**config.mk**
```make
export PLATFORM = sky130hd
export DESIGN_NAME = truth_table_sweeper
export DESIGN_NICKNAME = d
export VERILOG_FILES = /design/src/rtl/sweep_pkg.sv /design/src/rtl/sweep_hold_counter.sv /design/src/rtl/truth_table_sweeper.sv
export SDC_FILE = /design/constraint.sdc
export NUM_CORES = 1
export LEC_CHECK = 0
export BUFFER_PORTS_ARGS = -buffer_cell sky130_fd_sc_hd__buf_2
export CAP_MARGIN = 20
export CORE_MARGIN = 5
export CORE_UTILIZATION = 58
export CTS_CLUSTER_SIZE = 16
export DETAILED_ROUTE_END_ITERATION = 10
export PLACE_DENSITY = 0.94
export REMOVE_ABC_BUFFERS = 1
export SKIP_LAST_GASP = 1
export SLEW_MARGIN = 20
export SYNTH_ARGS = -nofsm -noshare
export SYNTH_HDL_FRONTEND = slang
export SYNTH_HIERARCHICAL = 1
export SYNTH_SLANG_ARGS = --single-unit
```
**constraint.sdc**
```tcl
create_clock -name clk -period 4.1 [get_ports clk]
set_input_delay 0.41 -clock clk [delete_from_list [all_inputs] [get_ports clk]]
set_output_delay 0.41 -clock clk [all_outputs]
set_load 0.005 [all_outputs]
```
**src/rtl/sweep_pkg.sv**
```systemverilog
// Shared definitions for the truth-table sweeper: FSM state encoding and default sizing.
package sweep_pkg;

  localparam int unsigned N_IN_DEF        = 3;
  localparam int unsigned HOLD_CYCLES_DEF = 10;

  typedef enum logic [1:0] {
    ST_IDLE  = 2'd0,
    ST_DRIVE = 2'd1,
    ST_DONE  = 2'd2
  } state_e;

endpackage

```
**src/rtl/sweep_hold_counter.sv**
```systemverilog
// Hold-window counter: counts clocks while a vector is applied, flags the last cycle of the window.
module sweep_hold_counter
  import sweep_pkg::*;
#(
  parameter int unsigned HOLD_CYCLES = HOLD_CYCLES_DEF
) (
  input  logic clk,
  input  logic rst_n,
  input  logic clr,
  input  logic en,
  output logic tc
);

  localparam int unsigned W    = (HOLD_CYCLES > 1) ? $clog2(HOLD_CYCLES) : 1;
  localparam logic [W-1:0] LAST = W'(HOLD_CYCLES - 1);

  logic [W-1:0] r_cnt;

  always_ff @(posedge clk or negedge rst_n) begin
    if (!rst_n)      r_cnt <= '0;
    else if (clr)    r_cnt <= '0;
    else if (en)     r_cnt <= r_cnt + W'(1);
  end

  assign tc = (r_cnt == LAST);

endmodule

```
**src/rtl/truth_table_sweeper.sv**
```systemverilog
// Sweeps a function's input vector through every combination, captures its truth table
// and compares it against a reference.
module truth_table_sweeper
  import sweep_pkg::*;
#(
  parameter int unsigned N_IN        = N_IN_DEF,
  parameter int unsigned HOLD_CYCLES = HOLD_CYCLES_DEF
) (
  input  logic                 clk,
  input  logic                 rst_n,
  input  logic                 i_start,
  input  logic                 i_f_out,
  input  logic [2**N_IN-1:0]   i_ref_table,
  output logic [N_IN-1:0]      o_vec,
  output logic                 o_busy,
  output logic                 o_done,
  output logic [2**N_IN-1:0]   o_table,
  output logic                 o_pass
);

  localparam logic [N_IN-1:0] VEC_LAST = '1;

  state_e              r_state;
  state_e              w_state_next;
  logic [N_IN-1:0]     r_vec;
  logic [2**N_IN-1:0]  r_table;
  logic                r_pass;
  logic [2**N_IN-1:0]  w_table_next;
  logic                w_tc;
  logic                w_accept;
  logic                w_sample;
  logic                w_last;

  assign w_accept = i_start && (r_state != ST_DRIVE);
  assign w_sample = (r_state == ST_DRIVE) && w_tc;
  assign w_last   = (r_vec == VEC_LAST);

  sweep_hold_counter #(
    .HOLD_CYCLES(HOLD_CYCLES)
  ) u_hold (
    .clk  (clk),
    .rst_n(rst_n),
    .clr  (w_accept || w_sample),
    .en   (r_state == ST_DRIVE),
    .tc   (w_tc)
  );

  always_ff @(posedge clk or negedge rst_n) begin
    if (!rst_n) r_state <= ST_IDLE;
    else        r_state <= w_state_next;
  end

  always_comb begin
    w_state_next = r_state;
    case (r_state)
      ST_IDLE:  if (i_start) w_state_next = ST_DRIVE;
      ST_DRIVE: if (w_sample && w_last) w_state_next = ST_DONE;
      ST_DONE:  w_state_next = i_start ? ST_DRIVE : ST_IDLE;
      default:  w_state_next = ST_IDLE;
    endcase
  end

  always_comb begin
    o_busy = (r_state == ST_DRIVE);
    o_done = (r_state == ST_DONE);
  end

  // Pass compares the table including the bit being captured on this same edge.
  always_comb begin
    w_table_next        = r_table;
    w_table_next[r_vec] = i_f_out;
  end

  always_ff @(posedge clk or negedge rst_n) begin
    if (!rst_n) begin
      r_vec   <= '0;
      r_table <= '0;
      r_pass  <= 1'b0;
    end else if (w_accept) begin
      r_vec   <= '0;
      r_table <= '0;
      r_pass  <= 1'b0;
    end else if (w_sample) begin
      r_table <= w_table_next;
      if (w_last) r_pass <= (w_table_next == i_ref_table);
      else        r_vec  <= r_vec + N_IN'(1);
    end
  end

  assign o_vec   = r_vec;
  assign o_table = r_table;
  assign o_pass  = r_pass;

endmodule

```
==> metrics.md <==
| Metric | Value |
|---|---|
| Outcome | `finished clean` |
| Worst path cell trace | `nand2_1, o31ai_1, mux2i_1, or4_1, o31ai_1` |
| Worst path most repeated cell | `o31ai_1` |
| Top delay family on crit path | `flip-flops` |
| Period utilisation layout | `0.527` |
| Routed WL per cell | `16.0 um` |
| Post-Route WL | `3.11 mm` |
| Ys async rst share | `1.00` |
| WP buf/inv | `0` |
| CTS max path bufs | `2` |
| Clock Root Buffer | `clkbuf_4` |
| Worst slew margin | `0.516` |
| Cell taking the most area after synthesis | `dfrtp_1` |
| Hpwl dp | `2.33 mm` |
| Mapped Area | `around 0.0013 mm^2` |
| Worst Path Arrival | `2.39 ns` |
| Final setup viols | `0` |
| CP max stage delay | `0.82 ns` |
| Routability-driven placement congestion ratio | `0.911` |
| H-tree depth | `1` |
| Worst-path clk slew | `~0.1 ns` |
| Required @ worst endpoint | `4.33 ns` |
| Area share of the largest cell type after synthesis | `0.358` |
| Post-route setup TNS | `0 ns` |
| Count leader, synth | `dfrtp_1` |
| Number of port buffers | `25` |
| Sequential share of the synthesized area | `0.358` |
| Cts-stage hold buffer count | `0` |
| Largest net degree at the start of global routing | `21` |
| Area delta synth->final | `12.6%` |
| Simple-Gate Fraction of Synth Area | `0.219` |
| YS warnings | `6` |
| Worst path slowest cell | `dfrtp_1` |
| Initial Utilization | `0.623` |
| R2r startpoint | `o_vec[2]` |
| Worst clock skew | `0.00235 ns` |
| Path type of the worst min-delay path | `in2async` |
| First drt pass iteration count | `4` |
| Initial antenna violation count | `0` |
| Fin nets | `184` |
| Post-synthesis mux area share | `0.0278` |
| DRT antenna net count | `0` |
| Register area | `450 um^2` |
| TritonCTS buffer count | `3` |
| Multi-input logic area | `727 um^2` |
| Max VDD drop | `0.415 mV` |
| Largest family of logic cells by synthesized area | `compound AO/OA/AOI/OAI gates` |
| Uppermost routed layer | `met4` |
| Overflow after GRT | `0` |
| Layout cell share with drive strength beyond 1 | `0.228` |
| Pwr Density | `approximately 590 mW/mm^2` |
| Fill cell count | `169` |
| Leak pwr | `0.703 nW` |
| Crit path kind | `reg2reg` |
| Mapped Avg Cell Area | `8.80 um^2` |
| Maximum capacitance violations | `0` |
| Max Freq | `~460 MHz` |
| Hold Fails Final Rpt | `0` |
| Sink Count | `18` |
| Antenna diodes | `0` |
| Initial DRC Count | `70` |
| Distinct cells, synth | `45` |
| WL met2 | `roughly 1.5 mm` |
| DR vias | `1220` |
| CP Max Fanout | `20` |
| Post-Syn Instances | `about 140` |
| Post-CTS sizing | `0` |
| # rows | `16` |
| Post-CTS setup buffer count | `0` |
| Post-Synth Adder-Cell Area | `0.0398` |
| Core area | `between 0.002 and 0.0025 mm^2` |
| Die height | `roughly 57 um` |
| IO Count | `26` |
| Global Route Usage Sum | `0.209` |
| XOR/XNOR share of the synthesized area | `0.0487` |
| Most common library cells after synthesis | `dfrtp_1, o21ai_1, nor2_1` |
| Pwr Total | `~0.84 mW` |
| Die Wd | `56.6 um` |
| Final core utilization | `0.701` |
| Die area | `0.00320 mm^2` |
| Top_reg_cell synth | `dfrtp_1` |
| Post-route setup slack | `between 1.5 and 2 ns` |
| Vias in the first global route | `1217` |
| Residual DRC | `0` |
| Number of synthesized flops with an enable pin | `0` |
| Reg-to-reg endpoint | `o_pass` |
| Drt via density | `6.29` |
| Crit path launch type | `register` |
| Final hold slack | `~0.010 ns` |
| FF-to-FF path depth | `5` |
| Post-synthesis compound-gate area fraction | `0.243` |
| Worst skew pair latency | `0.31 ns` |
| Final Max Tran Viols | `0` |
| M1 wire length | `1.25 mm` |
| Area contributors post-synth | `dfrtp_1, o21ai_1, ha_1, a21oi_1, xor2_1` |
| CP endpoint kind | `register` |
| Setup slack, reg-to-reg | `1.94 ns` |
| Met3 Wirelength | `293 um` |
| RSZ-0062 raised after global routing | `no` |
| #FFs+latches synth | `18` |
| Setup WS pre-CTS | `2.02 ns` |
| Global-route wire length before repair | `5.38 mm` |
| Worst slew pin tran | `approximately 0.73 ns` |
| CTS tree | `yes` |
| Fin crit period | `2.16 ns` |
[area by class of cell]
cell class	instances	share of cell area
multi-input cells	108	0.513
flip-flops and latches	18	0.318
repair buffers	25	0.0883
inverters	12	0.0318
clock buffers	4	0.0256
well taps	27	0.0238
[state kept, by name, summed over array words and instances, names as in the netlist]
name	count
o_table	8
r_state	2
o_pass	1
o_vec	3
u_hold/r_cnt	4
[through the flow]
step,cells,area (um^2)
floorplan,138,1220
global placement,190,1380
detailed placement,190,1380
CTS,194,1420
global route,194,1420
finish,194,1420
[per-layer routing]
layer  GRT usage  vias up
met4       0.102        0
met3      0.0413        9
li1            -      581
met2       0.340       70
met1       0.263      560
met5           0        -
[how the worst max path moves through the flow]
stage              from     end  slack (ns)  cells after the start
4_1_cts        o_vec[2]  o_pass        1.99                      5
3_3_place_gp   o_vec[2]  o_pass        2.11                      5
2_1_floorplan  o_vec[2]  o_pass        2.22                      5
5_1_grt        o_vec[2]  o_pass        1.79                      5
3_5_place_dp   o_vec[2]  o_pass        2.02                      5
6_report       o_vec[2]  o_pass        1.94                      5
[cells by family (layout without fill, tap and decap cells)]
group	count (synthesis)	in the layout
flip-flops	18	18
adder cells (fa/ha/maj)	4	4
multiplexers	3	3
XOR/XNOR	7	7
AND/OR/NAND/NOR	47	47
AO/OA/AOI/OAI	47	47
buffers and inverters	17	41
[power by group]
part,leakage [nW],total (mW),internal [mW],switching (mW)
Sequential,0.235,0.331,0.233,0.0984
Combinational,0.446,0.395,0.181,0.213
Clock,0.0210,0.114,0.0544,0.0594
Total,0.703,0.839,0.468,0.371
[cells in the final DEF (no fill, tap or decap), types with 3 or more instances in the layout]
cell type | netlist | final
nand2_1 | 8 | 8
o31ai_1 | 4 | 4
inv_1 | 9 | 9
nor2b_1 | 4 | 4
nor2_1 | 11 | 11
and3_1 | 4 | 4
clkbuf_4 | 0 | 3
dfrtp_1 | 18 | 18
o21ai_1 | 12 | 12
inv_2 | 3 | 3
a22o_1 | 3 | 3
nand4_1 | 3 | 3
xor2_1 | 5 | 5
buf_2 | 2 | 25
o21ai_0 | 4 | 4
ha_1 | 4 | 4
a21oi_1 | 9 | 9
(Power assumes the default switching activity.)
